File: config.mk
export PLATFORM = sky130hd
export DESIGN_NAME = alu_serial_seq
export DESIGN_NICKNAME = d
export VERILOG_FILES = /design/src/rtl/alu_pkg.sv /design/src/rtl/alu_bit_slice.sv /design/src/rtl/alu_serial_seq.sv
export SDC_FILE = /design/constraint.sdc
export NUM_CORES = 1
export LEC_CHECK = 0
export CAP_MARGIN = 25
export CORE_MARGIN = 2
export CORE_UTILIZATION = 61
export DETAILED_ROUTE_END_ITERATION = 16
export DONT_BUFFER_PORTS = 1
export PLACE_DENSITY = 0.87
export REMOVE_ABC_BUFFERS = 1
export SETUP_SLACK_MARGIN = 0.3
export SLEW_MARGIN = 10
export SYNTH_ARGS = -nofsm -noshare
export SYNTH_HDL_FRONTEND = slang
export SYNTH_SLANG_ARGS = --single-unit
File: constraint.sdc
create_clock -name clk -period 1.9 [get_ports clk]
set_clock_uncertainty 0.2 [all_clocks]
set_input_delay 0.38 -clock clk [delete_from_list [all_inputs] [get_ports clk]]
set_output_delay 0.38 -clock clk [all_outputs]
set_load 0.03 [all_outputs]
File: src/rtl/alu_pkg.sv
// rtl/alu_pkg.sv - shared ALU op encodings and sequencer state type
package alu_pkg;

    localparam logic [1:0] ALU_AND = 2'b00;
    localparam logic [1:0] ALU_OR  = 2'b01;
    localparam logic [1:0] ALU_ADD = 2'b10;
    localparam logic [1:0] ALU_XOR = 2'b11;

    typedef enum logic [1:0] {
        IDLE = 2'd0,
        RUN  = 2'd1,
        DONE = 2'd2
    } state_t;

endpackage

File: src/rtl/alu_bit_slice.sv
// rtl/alu_bit_slice.sv - combinational 1-bit ALU slice with full-adder carry
module alu_bit_slice
    import alu_pkg::*;
(
    input  logic       a,
    input  logic       b,
    input  logic       cin,
    input  logic [1:0] ALUop,
    output logic       result,
    output logic       cout
);

    always_comb begin
        result = 1'b0;
        case (ALUop)
            ALU_AND: result = a & b;
            ALU_OR:  result = a | b;
            ALU_ADD: result = a ^ b ^ cin;
            ALU_XOR: result = a ^ b;
            default: result = 1'b0;
        endcase
    end

    // Carry is produced for every op so the chain always reflects a+b+cin.
    assign cout = (a & b) | (a & cin) | (b & cin);

endmodule

File: src/rtl/alu_serial_seq.sv
// rtl/alu_serial_seq.sv - bit-serial sequencer driving one alu_bit_slice, LSB first
module alu_serial_seq
    import alu_pkg::*;
#(
    parameter int WIDTH = 8
) (
    input  logic             clk,
    input  logic             rst_n,
    input  logic             start,
    input  logic [1:0]       ALUop,
    input  logic [WIDTH-1:0] a,
    input  logic [WIDTH-1:0] b,
    input  logic             cin,
    output logic             busy,
    output logic             done,
    output logic [WIDTH-1:0] result,
    output logic             cout
);

    localparam int CNT_W = $clog2(WIDTH);

    state_t             state, state_nxt;
    logic [CNT_W-1:0]   cnt;
    logic [WIDTH-1:0]   a_sh, b_sh;
    logic [1:0]         op_q;
    logic               carry;
    logic               s_res, s_cout;
    logic               accept, last;

    assign accept = start && (state != RUN);
    assign last   = (cnt == CNT_W'(WIDTH - 1));
    assign busy   = (state == RUN);
    assign done   = (state == DONE);

    alu_bit_slice u_slice (
        .a      (a_sh[0]),
        .b      (b_sh[0]),
        .cin    (carry),
        .ALUop  (op_q),
        .result (s_res),
        .cout   (s_cout)
    );

    always_comb begin
        state_nxt = state;
        case (state)
            IDLE:    if (start) state_nxt = RUN;
            RUN:     if (last)  state_nxt = DONE;
            DONE:    state_nxt = start ? RUN : IDLE;
            default: state_nxt = IDLE;
        endcase
    end

    always_ff @(posedge clk or negedge rst_n) begin
        if (!rst_n) begin
            state  <= IDLE;
            cnt    <= '0;
            a_sh   <= '0;
            b_sh   <= '0;
            op_q   <= ALU_AND;
            carry  <= 1'b0;
            result <= '0;
            cout   <= 1'b0;
        end else begin
            state <= state_nxt;
            if (accept) begin
                a_sh   <= a;
                b_sh   <= b;
                op_q   <= ALUop;
                carry  <= cin;
                cnt    <= '0;
                result <= '0;
            end else if (state == RUN) begin
                result <= {s_res, result[WIDTH-1:1]};
                a_sh   <= a_sh >> 1;
                b_sh   <= b_sh >> 1;
                carry  <= s_cout;
                // Counter parks at WIDTH-1 on the final bit rather than wrapping.
                if (last)
                    cout <= s_cout;
                else
                    cnt <= cnt + 1'b1;
            end
        end
    end

endmodule
## Word level (Yosys, flattened, before mapping)

Index checks and enable logic that the tools add are counted.

- Add/sub/neg operators: 1
- Equal/unequal tests: 10
- Muxes and demuxes: 16
- Bitwise operators: 9
- Reduce and logical (&&, ||, !) cells: 7

Operators with widths:

| kind | count |
|---|---|
| $mux 8 | 6 |
| $mux 3 | 3 |
| $eq 2x2->1 const B | 3 |
| $pmux 2 s3 | 1 |
| $eq 2x1->1 const B | 2 |
| $logic_not 2->1 | 2 |
| $mux 2 | 2 |
| $ne 2x1->1 const B | 2 |
| $ne 2x2->1 const B | 2 |
| $pmux 1 s4 | 1 |
| $reduce_and 2->1 | 2 |
| $add 3x1->3 const B | 1 |
| $and 1x1->1 | 3 |
| $eq 3x3->1 const B | 1 |
| $mux 1 | 3 |
| $or 1x1->1 | 3 |
| $reduce_and 3->1 | 1 |
| $reduce_bool 2->1 | 1 |
| $xor 1x1->1 | 2 |
| $logic_and 1x1->1 | 1 |
| $not 1->1 | 1 |

- Register bits after elaboration: 33
- Output and inout port bits: 11
- Logic and storage cells: 51

## Logic depth before layout (Yosys ltp)

Gate-level depths: netlist (run 1).

- Word-level depth: 5
- Gate-level depth with buffers: 6
- Mapped depth without buffers: 5

## By module

A second synthesis (run 1) with hierarchy kept.

- Cell total of the unflattened synthesis: 144
- Area total of the unflattened synthesis: 1574.0 sq um

Modules (own cells, without submodules):

| module | times used | cells an instance | area an instance (sq um) | seq. area each (sq um) |
|---|---|---|---|---|
| alu_serial_seq | 1 | 134 | 1483.9 | 825.8 |
| alu_bit_slice | 1 | 10 | 90.1 | 0.0 |

## Least setup slack after synthesis (run 1)

Ideal clock, no wire load.

- Path kind: register to register
- Start point: reg b_sh[0]
- End point: reg result[7]
- Setup time: 0.083 ns
- Arrival time: 1.429 ns
- Data required time: 1.617 ns
- Setup slack: 0.188 ns
- Cell stages (with the launch flop): 5
- Buffers on the path: 0
- Period minus slack after synthesis: 1.712 ns
- Cell sequence: dfrtp_1 > inv_1 > fa_1 > mux4_2 > o21ai_0

- Word-level cells in the longest chain between the ends: 5

Ends and longest elaborated chain:

| item | line | RTL |
|---|---|---|
| start: declaration | alu_serial_seq.sv:24 | `logic [WIDTH-1:0] a_sh, b_sh;` |
| start signal: assignment | alu_serial_seq.sv:76 | `b_sh <= b_sh >> 1;` |
| $xor 1x1->1 | alu_bit_slice.sv:18, alu_bit_slice.sv:19 |  |
| $xor 1x1->1 | alu_bit_slice.sv:18 | `ALU_ADD: result = a ^ b ^ cin;` |
| $pmux 1 s4 (*) | alu_bit_slice.sv:15 | `case (ALUop)` |
| $mux 8 (*) | alu_serial_seq.sv:73 | `end else if (state == RUN) begin` |
| $mux 8 (*) | alu_serial_seq.sv:66 | `if (accept) begin` |
| end signal: assignment | alu_serial_seq.sv:74 | `result <= {s_res, result[WIDTH-1:1]};` |
| end: declaration | alu_serial_seq.sv:16 | `output logic [WIDTH-1:0] result,` |

Every way passes the cells marked *; elsewhere a longest branch is shown, timed or not. The select of a mux whose other input is x is not followed.
A chain may end at the register's enable or synchronous reset.

## Worst setup path in the final report (run 1)

- Start point: reg a_sh[0]
- End point: reg result[7]

- Word-level cells in the longest chain between the ends: 5

Ends and longest elaborated chain:

| item | line | RTL |
|---|---|---|
| start: declaration | alu_serial_seq.sv:24 |  |
| start signal: assignment | alu_serial_seq.sv:75 | `a_sh <= a_sh >> 1;` |
| $xor 1x1->1 | alu_bit_slice.sv:18, alu_bit_slice.sv:19 |  |
| $xor 1x1->1 | alu_bit_slice.sv:18 |  |
| $pmux 1 s4 (*) | alu_bit_slice.sv:15 |  |
| $mux 8 (*) | alu_serial_seq.sv:73 |  |
| $mux 8 (*) | alu_serial_seq.sv:66 |  |

Marked as above.

==> results.json, run 1 <==
{
  "cts_sinks": 33,
  "switching_share_pct": 39.7,
  "setup_viol": 0,
  "drt_first_pass_iters": 4,
  "p_int_mw": 1.82,
  "critPathArrivalTime_ns": 1.86,
  "power.leakage_nw": 0.870,
  "num_io_pins": 33,
  "grt_usage_pct": 25.0,
  "reg2reg_depth": 4,
  "area_growth_pct": 18.7,
  "ys_ff_latch": 33,
  "drtIter0Drc": 9,
  "max_slew_margin_pct": 75.7,
  "crit_cells": 4,
  "start_util_pct": 62.9,
  "syn_area_um2": 1520,
  "endpoint_kind": "flip-flop",
  "root_buffer": "clkbuf_4",
  "crit_path_cell_trace": "inv_2 -> fa_1 -> mux4_2 -> o21ai_2",
  "max_freq_mhz": 558,
  "synth_area_leaders": "dfrtp_1 (55%), mux2i_1 (11%), nand2_1 (7.7%)",
  "final_util_pct": 74.7,
  "via_per_inst": 5.59,
  "rrSetupSlack_ns": 0.11,
  "totalWireLength_um": 3140,
  "crit_fanout": 2,
  "yosysTopAreaCell": "dfrtp_1",
  "fin_crit_ns": 1.79,
  "pwr_density_cell_nw_per_um2": 1680,
  "cp_slowest_cell": "mux4_2",
  "routedWlPerCell_um": 16.6,
  "design.core.area_um2": 2410,
  "hold_viol": 0,
  "hold_ws_ns": 0.0329,
  "cts_tree": "yes",
  "p_seq_share_pct": 45.8,
  "syn_area_per_cell_um2": 10.8,
  "fill_cells": 169,
  "status": "complete, no violations",
  "clk_pin_slew_ns": 0.09,
  "hold_path_class": "input port to flip-flop",
  "path_buf_inv": 1,
  "switchingPower_mw": 1.20,
  "startpoint": "a_sh[0]",
  "final_nets": 186,
  "critPathMaxStageDelay_ns": 0.47,
  "grt_pass1_vias": 1075,
  "die_w_um": 53.8,
  "grt_pass1_wl_um": 4890,
  "ir_drop_mv": 1.23,
  "grt_start_max_net_pins": 34,
  "drive_gt1_share_pct": 20.8,
  "clk_path_buf_depth": 2,
  "antenna_found_initial": 0,
  "placedCellCount": 166,
  "rows": 18,
  "antenna_cells": 0,
  "postSynthCellCount": 140,
  "gp_congestion": 0.723,
  "finalMaxSlewViolations": 0,
  "r2r_start": "a_sh[0]",
  "overflow": 0,
  "cp_top_family": "multiplexers",
  "die_h_um": 53.8,
  "ys_seq_area_share_pct": 54.5,
  "min_period_over_period_pct": 94.3,
  "mostFrequentLayoutCell": "dfrtp_1",
  "crit_end": "result[7]",
  "fin_setup_tns_ns": 0,
  "critPathKind": "flip-flop to flip-flop",
  "via_count": 1057,
  "hp-start": "b[7]",
  "start_kind": "flip-flop",
  "yosysWarnings": 0,
  "ant_nets": 0,
  "placement.io_buffers": 0,
  "power_frac_comb_pct": 40.9,
  "drc": 0,
  "drv_cap": 0,
  "power_frac_clock_pct": 13.3,
  "mostFrequentLayoutCells": "dfrtp_1 (33), nand2_1 (31), mux2i_1 (16), o21ai_0 (16), buf_4 (11)",
  "hpwl_um": 1900,
  "worst_pin_slew_ns": 0.365,
  "insertion_delay_ns": 0.34,
  "numCtsBuffers": 5,
  "layout.cells.non_filler": 189,
  "dieArea_um2": 2900,
  "cp.required_ns": 1.97,
  "htreeDepth": 2,
  "synth.top_cell.area_share_pct": 54.5,
  "rsz0062_at_grt": "true",
  "r2r-end": "result[7]",
  "yosysUniqueCellTypes": 26
}
## flip-flops by register name, indices dropped and copies added, names as in the netlist
name	cells
a_sh	8
b_sh	8
result	8
cnt	3
op_q	2
state	2
carry	1
cout	1
## how the worst min path moves through the flow
| stage | endpoint | slack [ns] | cells past startpoint |
|---|---|---|---|
| 4_1_cts | a_sh[5] | 0.02 | 2 |
| 6_report | b_sh[7] | 0.03 | 2 |
| 5_1_grt | a_sh[5] | 0.01 | 2 |
| 3_5_place_dp | op_q[1] | -0.11 | 0 |
| 3_3_place_gp | b_sh[1] | -0.11 | 0 |
| 2_1_floorplan | a_sh[0] | -0.12 | 0 |
## Yosys cell counts, drive strengths merged
library cell and count:
nand3b 1, dfrtp 33, nor2b 1, mux2i 16
nor2 3, clkbuf 1, nand3 1, mux2 3
a22o 2, nand2 31, inv 8, fa 1
o22ai 1, o21ai 24, mux4 1, a21oi 1
ha 4, o211a 1, buf 6, nand2b 1
## power groups by stage
stage	clock network (mW)	logic [mW]	registers [mW]
final	0.402	1.24	1.38
after global routing	0.444	1.36	1.42
after CTS	0.407	1.06	1.38
after detailed placement	0	0.833	1.40
after global placement	0	0.756	1.37
after floorplan	0	0.614	1.33
## layout make-up
class / count / area [µm²] / area share [%]
Timing Repair Buffer: 19 / 225 / 12.5
Tap cell: 30 / 37.5 / 2.09
Inverter: 8 / 37.5 / 2.09
Multi-Input combinational cell: 92 / 618 / 34.4
Sequential cell: 33 / 826 / 45.9
Clock buffer: 7 / 55.1 / 3.06
## timing repair
item                       in CTS  in global routing
cloned                          1                  1
buffers inserted                6                  4
setup endpoints to repair       4                 11
gates resized for setup         6                  8
hold buffers                    4                  0
hold endpoints to repair       35                  0
pin swaps                       2                  2
## layer usage
layer | global-route usage, % | wire length, µm
met1 | 28.1 | 1230
met2 | 43.3 | 1690
met3 | 8.89 | 174
met4 | 8.97 | 44
met5 | 0 | 0
## kinds of logic after synthesis
| group | after synthesis | synth area share (%) |
|---|---|---|
| AOI/OAI and AO/OA | 29 | 10.7 |
| adders and majority gates | 5 | 4.62 |
| buffers and inverters | 15 | 5.28 |
| DFF | 33 | 54.5 |
| muxes | 20 | 14.3 |
| and+or+nand+nor | 38 | 10.6 |
## through the flow
stage	power, mW	setup WS (ns)	cell area [µm²]
after global routing	3.23	0.0583	1800
after floorplan	1.95	0.188	1470
final	3.02	0.107	1800
after CTS	2.85	0.143	1730
after global placement	2.13	0.169	1540
after detailed placement	2.23	0.0892	1540
No activity file was read; power rests on OpenSTA's default activity.
==> inputs of run 2 (changes only) <==
--- a/config.mk
+++ b/config.mk
@@ -6,14 +6,13 @@
 export NUM_CORES = 1
 export LEC_CHECK = 0
 export CAP_MARGIN = 25
-export CORE_MARGIN = 2
 export CORE_UTILIZATION = 61
 export DETAILED_ROUTE_END_ITERATION = 16
 export DONT_BUFFER_PORTS = 1
 export PLACE_DENSITY = 0.87
 export REMOVE_ABC_BUFFERS = 1
-export SETUP_SLACK_MARGIN = 0.3
 export SLEW_MARGIN = 10
 export SYNTH_ARGS = -nofsm -noshare
 export SYNTH_HDL_FRONTEND = slang
 export SYNTH_SLANG_ARGS = --single-unit
+export TNS_END_PERCENT = 1
==> run 2 against run 1 <==
  * Highest routed layer unchanged
  * Largest power group unchanged
  * Setup slack got worse by 0.0073 ns
  * Sequential cell count did not move
  * Non-clock buffer count fell by 11
==> results.json, run 2 (synthesis gave the netlist of run 1 again) <==
{
  "hold_ws_ns": 0.0388,
  "ant_nets": 0,
  "min_period_over_period_pct": 94.7,
  "dieArea_um2": 2690,
  "cp.required_ns": 1.96,
  "setup_viol": 0,
  "max_freq_mhz": 556,
  "drc": 0,
  "drive_gt1_share_pct": 11.5,
  "hold_viol": 0,
  "via_count": 992,
  "start_kind": "flip-flop",
  "num_io_pins": 33,
  "status": "complete, no violations",
  "grt_pass1_wl_um": 4560,
  "startpoint": "b_sh[0]",
  "grt_pass1_vias": 1059,
  "cts_tree": "yes",
  "placement.io_buffers": 0,
  "design.core.area_um2": 2280,
  "area_growth_pct": 7.93,
  "critPathArrivalTime_ns": 1.86,
  "drt_first_pass_iters": 4,
  "endpoint_kind": "flip-flop",
  "via_per_inst": 5.64,
  "critPathKind": "flip-flop to flip-flop",
  "antenna_cells": 0,
  "mostFrequentLayoutCells": "dfrtp_1 (33), nand2_1 (31), o21ai_0 (17)",
  "ir_drop_mv": 0.873,
  "overflow": 0,
  "start_util_pct": 66.6,
  "numCtsBuffers": 5,
  "rows": 17,
  "gp_congestion": 0.737,
  "top_regs": "a_sh x8, b_sh x8, result x8",
  "clk_path_buf_depth": 2,
  "drv_cap": 0,
  "drtIter0Drc": 23,
  "totalWireLength_um": 2670,
  "antenna_found_initial": 0,
  "r2r_start": "b_sh[0]",
  "post_cts_buffers": 0,
  "htreeDepth": 2,
  "rsz0062_at_grt": "false",
  "clk_pin_slew_ns": 0.09,
  "fill_cells": 169,
  "final_nets": 175,
  "crit_fanout": 3,
  "hpwl_um": 1900,
  "root_buffer": "clkbuf_4",
  "power.leakage_nw": 0.793,
  "die_h_um": 51.8,
  "grt_usage_pct": 24.7,
  "routedWlPerCell_um": 15.2,
  "cts_sinks": 33,
  "worst_pin_slew_ns": 0.356,
  "max_slew_margin_pct": 76.3,
  "hold_path_class": "input port to flip-flop",
  "pwr_density_cell_nw_per_um2": 1590,
  "grt_start_max_net_pins": 34,
  "finalMaxSlewViolations": 0,
  "hp-start": "b[7]",
  "fin_crit_ns": 1.80,
  "mostFrequentLayoutCell": "dfrtp_1",
  "fin_setup_tns_ns": 0,
  "insertion_delay_ns": 0.32,
  "die_w_um": 51.8
}
==> run 2: power by group <==
| group | switching [mW] | leakage (nW) | internal (mW) |
|---|---|---|---|
| clock network | 0.219 | 0.0314 | 0.175 |
| logic | 0.463 | 0.337 | 0.373 |
| registers | 0.379 | 0.424 | 0.996 |
==> run 2: stage by stage <==
step | setup WS (ns) | utilization, % | instance area, µm² | power (mW) | instances
floorplan | 0.188 | - | 1470 | 1.95 | 133
global placement | 0.164 | 67.2 | 1530 | 2.11 | 165
detailed placement | 0.104 | 67.2 | 1530 | 2.20 | 165
CTS | 0.0820 | 71.9 | 1640 | 2.62 | 176
global route | 0.0262 | 71.9 | 1640 | 2.81 | 176
finish | 0.100 | 71.9 | 1640 | 2.60 | 176
==> run 2: critical path, stage by stage, from the launching register on <==
cell     delay, ns
dfrtp_1       0.41
inv_1         0.11
fa_1          0.43
mux4_2        0.46
o21ai_1       0.12
==> run 2: routing by layer <==
layer | vias up | track usage (%) | share of wire [%]
met2 | 27 | 41.2 | 52
met1 | 474 | 28.5 | 41
li1 | 489 | - | -
met5 | - | 0 | 0
met4 | 0 | 10.8 | 0.94
met3 | 2 | 8.77 | 6.0
==> run 2: path summary, 6_finish.rpt <==
check,end,slack [ns],depth (start not counted)
max,result[7],0.10,4
min,b_sh[7],0.04,2
max reg2reg,result[7],0.10,4
min reg2reg,b_sh[1],0.29,2
max in group asynchronous,a_sh[4],1.02,2
min in group asynchronous,b_sh[1],0.30,2
==> run 2: what timing repair did <==
action,4_1_cts,5_1_grt
setup endpoints to repair,0,1
endpoints found under the hold margin,35,0
resized for setup,0,1
hold buffers,4,0
==> run 2: final cells by class <==
type / count / area (µm²) / share of cell area [%]
inverter: 8 / 30.0 / 1.84
sequential: 33 / 826 / 50.5
timing repair buffer: 8 / 80.1 / 4.90
multi-input combinational: 92 / 609 / 37.3
tap: 28 / 35.0 / 2.14
clock buffer: 7 / 55.1 / 3.37
